==> config.mk <==
export PLATFORM = sky130hd
export DESIGN_NAME = kmac_decode_string
export DESIGN_NICKNAME = d
export VERILOG_FILES = /design/src/rtl/kmac_decode_string.sv
export SDC_FILE = /design/constraint.sdc
export NUM_CORES = 1
export LEC_CHECK = 0
export CORE_ASPECT_RATIO = 1.75
export CORE_MARGIN = 1.5
export CORE_UTILIZATION = 35
export CTS_CLUSTER_SIZE = 16
export DETAILED_ROUTE_END_ITERATION = 8
export GPL_ROUTABILITY_DRIVEN = 0
export SLEW_MARGIN = 10
export SYNTH_ARGS = -nofsm -noshare
export SYNTH_HDL_FRONTEND = slang
export SYNTH_SLANG_ARGS = --single-unit
==> constraint.sdc <==
create_clock -name clk -period 3.9 [get_ports clk]
set_input_delay 1.17 -clock clk [delete_from_list [all_inputs] [get_ports clk]]
set_output_delay 1.17 -clock clk [all_outputs]
set_load 0.005 [all_outputs]
==> src/rtl/kmac_decode_string.sv <==
`default_nettype none
// ============================================================================
// Module   : kmac_decode_string
// Purpose  : Serial decoder for encode_string fields (left_encode(len) || S).
//            Define KMAC_DEC_ERR_EN to enable malformed-field detection.
// Revision : 1.0 - initial release
// ============================================================================
module kmac_decode_string #(
    parameter int MAX_LEN = 32
) (
    input  logic                               clk,
    input  logic                               rst_n,
    input  logic                               start,
    input  logic [7:0]                         in_byte,
    input  logic                               in_valid,
    output logic                               in_ready,
    output logic [7:0]                         str_bytes [0:MAX_LEN-1],
    output logic [$clog2(MAX_LEN+1)-1:0]       str_len,
    output logic                               dec_done,
    output logic                               dec_err
);

    localparam int                 c_LEN_W   = $clog2(MAX_LEN+1);
    localparam logic [c_LEN_W-1:0] c_STR_MAX = c_LEN_W'(MAX_LEN);
    localparam logic [12:0]        c_MAX_LEN = 13'(MAX_LEN);

    typedef enum logic [2:0] {
        IDLE    = 3'd0,
        LEN_N   = 3'd1,
        LEN_VAL = 3'd2,
        PAYLOAD = 3'd3,
        DONE_ST = 3'd4,
        ERR_ST  = 3'd5
    } state_t;

    state_t      r_state;
    state_t      w_state_nxt;
    logic [7:0]  r_n;
    logic [7:0]  r_len_cnt;
    logic [15:0] r_acc;
    logic [12:0] r_pay_cnt;

    logic        w_xfer;
    logic        w_last_len;
    logic [15:0] w_acc_nxt;
    logic [12:0] w_exp_nxt;

    assign w_xfer     = in_valid & in_ready;
    assign w_acc_nxt  = {r_acc[7:0], in_byte};
    assign w_exp_nxt  = w_acc_nxt[15:3];
    assign w_last_len = (r_len_cnt == r_n - 8'd1);

    always_ff @(posedge clk or negedge rst_n) begin
        if (!rst_n) begin
            r_state <= IDLE;
        end else begin
            r_state <= w_state_nxt;
        end
    end

    always_comb begin
        w_state_nxt = r_state;
        in_ready    = 1'b0;
        dec_done    = 1'b0;
        case (r_state)
            IDLE: begin
                if (start) w_state_nxt = LEN_N;
            end
            LEN_N: begin
                in_ready = 1'b1;
                if (w_xfer) begin
`ifdef KMAC_DEC_ERR_EN
                    if (in_byte == 8'd0 || in_byte > 8'd2) w_state_nxt = ERR_ST;
                    else                                   w_state_nxt = LEN_VAL;
`else
                    // An empty length prefix encodes a zero-bit string
                    if (in_byte == 8'd0) w_state_nxt = DONE_ST;
                    else                 w_state_nxt = LEN_VAL;
`endif
                end
            end
            LEN_VAL: begin
                in_ready = 1'b1;
                if (w_xfer && w_last_len) begin
`ifdef KMAC_DEC_ERR_EN
                    if (w_acc_nxt[2:0] != 3'd0)      w_state_nxt = ERR_ST;
                    else if (w_exp_nxt > c_MAX_LEN)  w_state_nxt = ERR_ST;
                    else if (w_exp_nxt == 13'd0)     w_state_nxt = DONE_ST;
                    else                             w_state_nxt = PAYLOAD;
`else
                    if (w_exp_nxt == 13'd0) w_state_nxt = DONE_ST;
                    else                    w_state_nxt = PAYLOAD;
`endif
                end
            end
            PAYLOAD: begin
                in_ready = 1'b1;
                if (w_xfer && r_pay_cnt == r_acc[15:3] - 13'd1) w_state_nxt = DONE_ST;
            end
            DONE_ST: begin
                dec_done    = 1'b1;
                w_state_nxt = IDLE;
            end
            ERR_ST: begin
                w_state_nxt = IDLE;
            end
            default: begin
                w_state_nxt = IDLE;
            end
        endcase
    end

`ifdef KMAC_DEC_ERR_EN
    assign dec_err = (r_state == ERR_ST);
`else
    assign dec_err = 1'b0;
`endif

    always_ff @(posedge clk or negedge rst_n) begin
        if (!rst_n) begin
            r_n       <= 8'd0;
            r_len_cnt <= 8'd0;
            r_acc     <= 16'd0;
            r_pay_cnt <= 13'd0;
            str_len   <= '0;
            for (int k = 0; k < MAX_LEN; k++) str_bytes[k] <= 8'd0;
        end else begin
            case (r_state)
                IDLE: begin
                    if (start) begin
                        r_len_cnt <= 8'd0;
                        r_acc     <= 16'd0;
                        r_pay_cnt <= 13'd0;
                        str_len   <= '0;
                        for (int k = 0; k < MAX_LEN; k++) str_bytes[k] <= 8'd0;
                    end
                end
                LEN_N: begin
                    if (w_xfer) r_n <= in_byte;
                end
                LEN_VAL: begin
                    if (w_xfer) begin
                        r_acc     <= w_acc_nxt;
                        r_len_cnt <= r_len_cnt + 8'd1;
                    end
                end
                PAYLOAD: begin
                    // Bytes past MAX_LEN match no slot and are dropped
                    if (w_xfer) begin
                        r_pay_cnt <= r_pay_cnt + 13'd1;
                        for (int k = 0; k < MAX_LEN; k++) begin
                            if (str_len == c_LEN_W'(k)) str_bytes[k] <= in_byte;
                        end
                        if (str_len != c_STR_MAX) str_len <= str_len + 1'b1;
                    end
                end
                default: begin
                end
            endcase
        end
    end

endmodule
`default_nettype wire

* Word level (Yosys, flattened, before mapping) *
Index checks and enable logic that the tools add are counted.

word-level totals
  flip-flop bits (word level) = 310
  output and inout bits = 265

operators by class
  mux-type cells = 57
  bitwise operators = 1
  add/sub/neg operators = 5
  equal/unequal tests = 77
  reduce and logical (&&, ||, !) cells = 46

operator list
  cell                                                                    count
  256-bit 2-to-1 mux                                                      2
  256-bit one-hot mux with 2 select lines                                 1
  8-bit 2-to-1 mux                                                        34
  4-bit AND reduction                                                     34
  6-bit by 5-bit equality test with 1-bit output (second input constant)  16
  2-bit != test (second input constant)                                   39
  6-bit by 4-bit equality test with 1-bit output (second input constant)  8
  16-bit 2-to-1 mux                                                       2
  16-bit one-hot mux with 2 select lines                                  1
  13-bit 2-to-1 mux                                                       2
  13-bit one-hot mux with 2 select lines                                  1
  6-bit by 3-bit equality test with 1-bit output (second input constant)  4
  3-bit 2-to-1 mux                                                        6
  6-bit 2-to-1 mux                                                        3
  8-bit one-hot mux with 2 select lines                                   1
  13-bit by 1-bit adder with 13-bit output (second input constant)        1
  13-bit equality test                                                    1
  13-bit logical NOT                                                      1
  13-bit by 1-bit subtractor with 13-bit output (second input constant)   1
  6-bit by 2-bit equality test with 1-bit output (second input constant)  2
  3-bit one-hot mux with 4 select lines                                   1
  6-bit one-hot mux with 2 select lines                                   1
  8-bit by 1-bit adder with 8-bit output (second input constant)          1
  8-bit equality test                                                     1
  17 further kinds                                                        22

* Depth between registers and ports, before layout *
  depth after elaboration = 7
  depth in mapped cells = 9

* Worst setup path after synthesis *
No wires, ideal clock.

  kind = input port to flip-flop
  start = input port start
  end = register str_bytes[160] in the netlist's numbering
  setup time = 125 ps
  setup slack = 980 ps
  stages on the path = 6
  buffers on the path = 2
  data arrival time = 2795 ps
  cells stage by stage = or3b_2 a21o_1 buf_2 buf_2 a21oi_2 mux2_2

between the ends
  longest elaborated chain between the ends = 2

ends and longest elaborated chain
  what                                  line  source
  start, declared                       13    input logic start,
  2-bit != test (no source line)        --
  4-bit AND reduction (no source line)  --
  end signal, assigned by index         152   if (str_len == c_LEN_W'(k)) str_bytes[k] <= in_byte;
  end, declared                         17    output logic [7:0] str_bytes [0:MAX_LEN-1],

No other way between the ends.
A chain may end at the register's enable or synchronous reset.

* Final worst setup path *
  start = register r_state[0]
  end = output port in_ready

between the ends
  longest elaborated chain between the ends = 3

ends and longest elaborated chain
  what                                                                                                              line  source
  start, declared                                                                                                   36    state_t r_state;
  start signal, assigned                                                                                            57    r_state <= w_state_nxt;
  3-bit by 2-bit equality test with 1-bit output or 3-bit by 1-bit equality test with 1-bit output (tied branches)  65    case (r_state)
  3-bit OR reduction (no source line) *                                                                             --
  1-bit 2-to-1 mux *                                                                                                65
  end, declared                                                                                                     16    output logic in_ready,

Every way passes the cells marked *; elsewhere a longest branch is shown, timed or not.

==> flow_summary.ini <==
[logic_synthesis]
async_flop_share_pct = 100
yosys_warnings = 0
synth_top_area_share_pct = 60.6
yosys_most_used_dff = dfrtp_1
ys_top_cells_by_area = dfrtp_1 (61%), mux2_2 (8.9%), o21ai_0 (7.3%), nand2_1 (7.0%), xor2_1 (1.9%)
syn_avg_cell_area_um2 = 10.8
synth_cell_type_count = 57
synth_top_cell_by_area = dfrtp_1
synth-edff-count = 0
syn-cell-area_mm2 = 0.0128
synth_nets = 1205
ys_seq_elements = 310
syn_inst = 1185
seq_area_frac_synth_pct = 60.6

[worst_setup_path]
critical_path_class = reg2out
arrival_ns = 2.17
worstReg2RegEnd = r_state[0]
startpoint = r_state[0]
crit_path_frequent_cell = nor2_1
start_kind = flop
worstPathRequired_ns = 2.73
ff2ff_path_depth = 8
reg2reg_from = r_acc[3]
critical-path-top-delay-family = flip-flops
rrSetupSlack_ns = 1.26
crit_chain = nor2_1 -> nor2_1 -> clkdlybuf4s50_1
crit_path_end_kind = primary output
crit_path_top_delay_cell = dfrtp_1
cp_num_buf_inv = 1
slowest_delay_ns = 0.62
worst-path-max-fanout = 14

[finish]
utilization_pct = 47.2
fill_cells = 3400
drive_gt1_share_pct = 13.3
multi_input_area_mm2 = 0.00471
fin_cells = 1932
areaGrowthSynthToFinish_pct = 32.9
final_common_cell = dfrtp_1
final_nets = 1461
antennaDiodeCount = 0
layout_common_cells = dfrtp_1 (310), clkdlybuf4s50_1 (274), nand2_1 (240)
regArea_mm2 = 0.00776

[route]
firstDrtPassIters = 4
wl_per_cell_um = 20.1
vias = 9603
ant_nets = 0
drt_first_iter_violations = 408
drt_drc_violations_left = 0
routed_wl_mm = 38.8
vias_per_cell = 4.97

[sta]
hold_viol = 0
slew_headroom_pct = 35.9
worst_pin_slew_ns = 0.956
setup_ws_ns = 0.563
rsz0062_at_grt = no
skew_ns = 0.0170
tns_ns = 0
maxSlewViolCount = 0
final-setup-viol-count = 0
post-route-min-period_ns = 3.34
post-route-period-util_pct = 85.6
fmax_mhz = 300
holdWs_ns = 0.478

[min_path]
hold_path.class = reg2reg
worstHoldPathCells = 2
hold_end = str_bytes[112]
min_from = str_bytes[112]

[power]
p_leak_nw = 7.48
power.density_mw_per_mm2 = 672
internal_power_w = 0.00795
ir_drop_uv = 479
clkPwrFrac_pct = 24.8
p_switching_w = 0.00349
swShare_pct = 30.5
combPwrFrac_pct = 32.3
seqPwrFrac_pct = 42.9

[cts]
clkSinkCount = 310
insertion_delay_ns = 0.57
cts_buffers = 29
clk_pin_slew_ns = 0.07
cts_resized = 0
clock-root-buffer = clkbuf_16
cts_tree = yes
cts_hold_buf = 0
postCtsSetupBuffers = 0
cts.path.max_buffers = 3
cts_max_level = 1

[global_routing]
grt_start_max_net_pins = 82
grt_pass1_wl_mm = 59.9
globalRouteTotalUtil_pct = 20.7
antenna_found_initial = 0
overflow = 0
grt_pass1_vias = 9742

[placed_design]
dp_cells = 1880
port_buffers = 275
hpwl_mm = 27.6
place_ws_ns = 0.415

[floorplanning]
core_area_mm2 = 0.0360
start_util_pct = 35.5
row_count = 92
io_pins = 277
dieArea_mm2 = 0.0378
fp.dieW_um = 148
fp.dieH_um = 256

[run]
cap_violations = 0

[outcome]
run_status = finished clean
[synthesized netlist by cell type (3+ instances only)]
| library cell | instances |
|---|---|
| dfrtp_1 | 310 |
| nand2_1 | 240 |
| o21ai_0 | 187 |
| mux2_2 | 101 |
| clkbuf_1 | 64 |
| nor2_1 | 41 |
| nand3_1 | 39 |
| xor2_1 | 28 |
| nor3_1 | 20 |
| xnor2_1 | 18 |
| and2_1 | 13 |
| a21oi_2 | 12 |
| inv_1 | 10 |
| ha_1 | 8 |
| a31oi_1 | 7 |
| buf_2 | 6 |
| nand4_1 | 6 |
| a21oi_1 | 5 |
| and3_1 | 5 |
| buf_1 | 5 |
| o21ai_1 | 5 |
| nand2b_1 | 4 |
| or4_1 | 4 |
| mux2i_1 | 3 |
| nand3b_1 | 3 |
| nor2b_1 | 3 |
| nor4_1 | 3 |
[metrics by stage]
step / cell area [µm²] / total power [W]
after floorplan: 12800 / 0.00634
after global placement: 16100 / 0.00860
after detailed placement: 16100 / 0.00868
after CTS: 17000 / 0.0116
after global routing: 17000 / 0.0121
final: 17000 / 0.0114
[power groups by stage]
stage          clock (W)  combinational (W)  sequential, W
2_1_floorplan          0            0.00151        0.00483
5_1_grt          0.00303            0.00402        0.00504
3_3_place_gp           0            0.00366        0.00495
4_1_cts          0.00292            0.00374        0.00492
3_5_place_dp           0            0.00372        0.00496
6_report         0.00283            0.00369        0.00491
[metal layers]
layer  vias to the layer above  global-route usage (%)  wire length (µm)
li1                       4536                       -                 -
met1                      4726                    22.4             14200
met2                       257                    38.8             21200
met3                        84                    2.64              1560
met4                         0                    10.6              1900
met5                         -                       0                 0
[worst register-to-register path, delay by kind of cell, from the launching register on]
kind | cells | cell delay, ns
simple gates | 3 | 1.28
flops | 1 | 0.44
compound gates | 3 | 0.43
fa+ha+maj | 1 | 0.26
buf+inv | 1 | 0.10
[kinds of logic after synthesis]
group / after synthesis / synth area share (%)
mux: 104 / 9.12
xor+xnor: 46 / 3.15
simple gates: 396 / 13.6
buf+inv: 87 / 2.70
compound gates: 233 / 10.0
other cells: 1 / 0.0293
flops: 310 / 60.6
fa+ha+maj: 8 / 0.782
[sequential cells by signal (all words and copies together) (netlist names)]
register,count
r_state,3
r_acc,16
str_bytes,256
r_pay_cnt,13
r_len_cnt,8
str_len,6
r_n,8
[final cells by class]
cell class / instances / area share (%)
Sequential cell: 310 / 45.6
Multi-Input combinational cell: 788 / 27.7
Timing Repair Buffer: 302 / 17.5
Clock buffer: 42 / 4.84
Tap cell: 470 / 3.46
Clock inverter: 10 / 0.662
Inverter: 10 / 0.221
[worst max-delay path by stage]
stage / cells past startpoint / slack, ns / end
after floorplan: 6 / 0.98 / str_bytes[160]
after global placement: 6 / 0.47 / str_bytes[190]
after detailed placement: 6 / 0.41 / str_bytes[233]
after CTS: 3 / 0.48 / in_ready
after global routing: 3 / 0.39 / in_ready
final: 3 / 0.56 / in_ready
(Power assumes the default switching activity.)
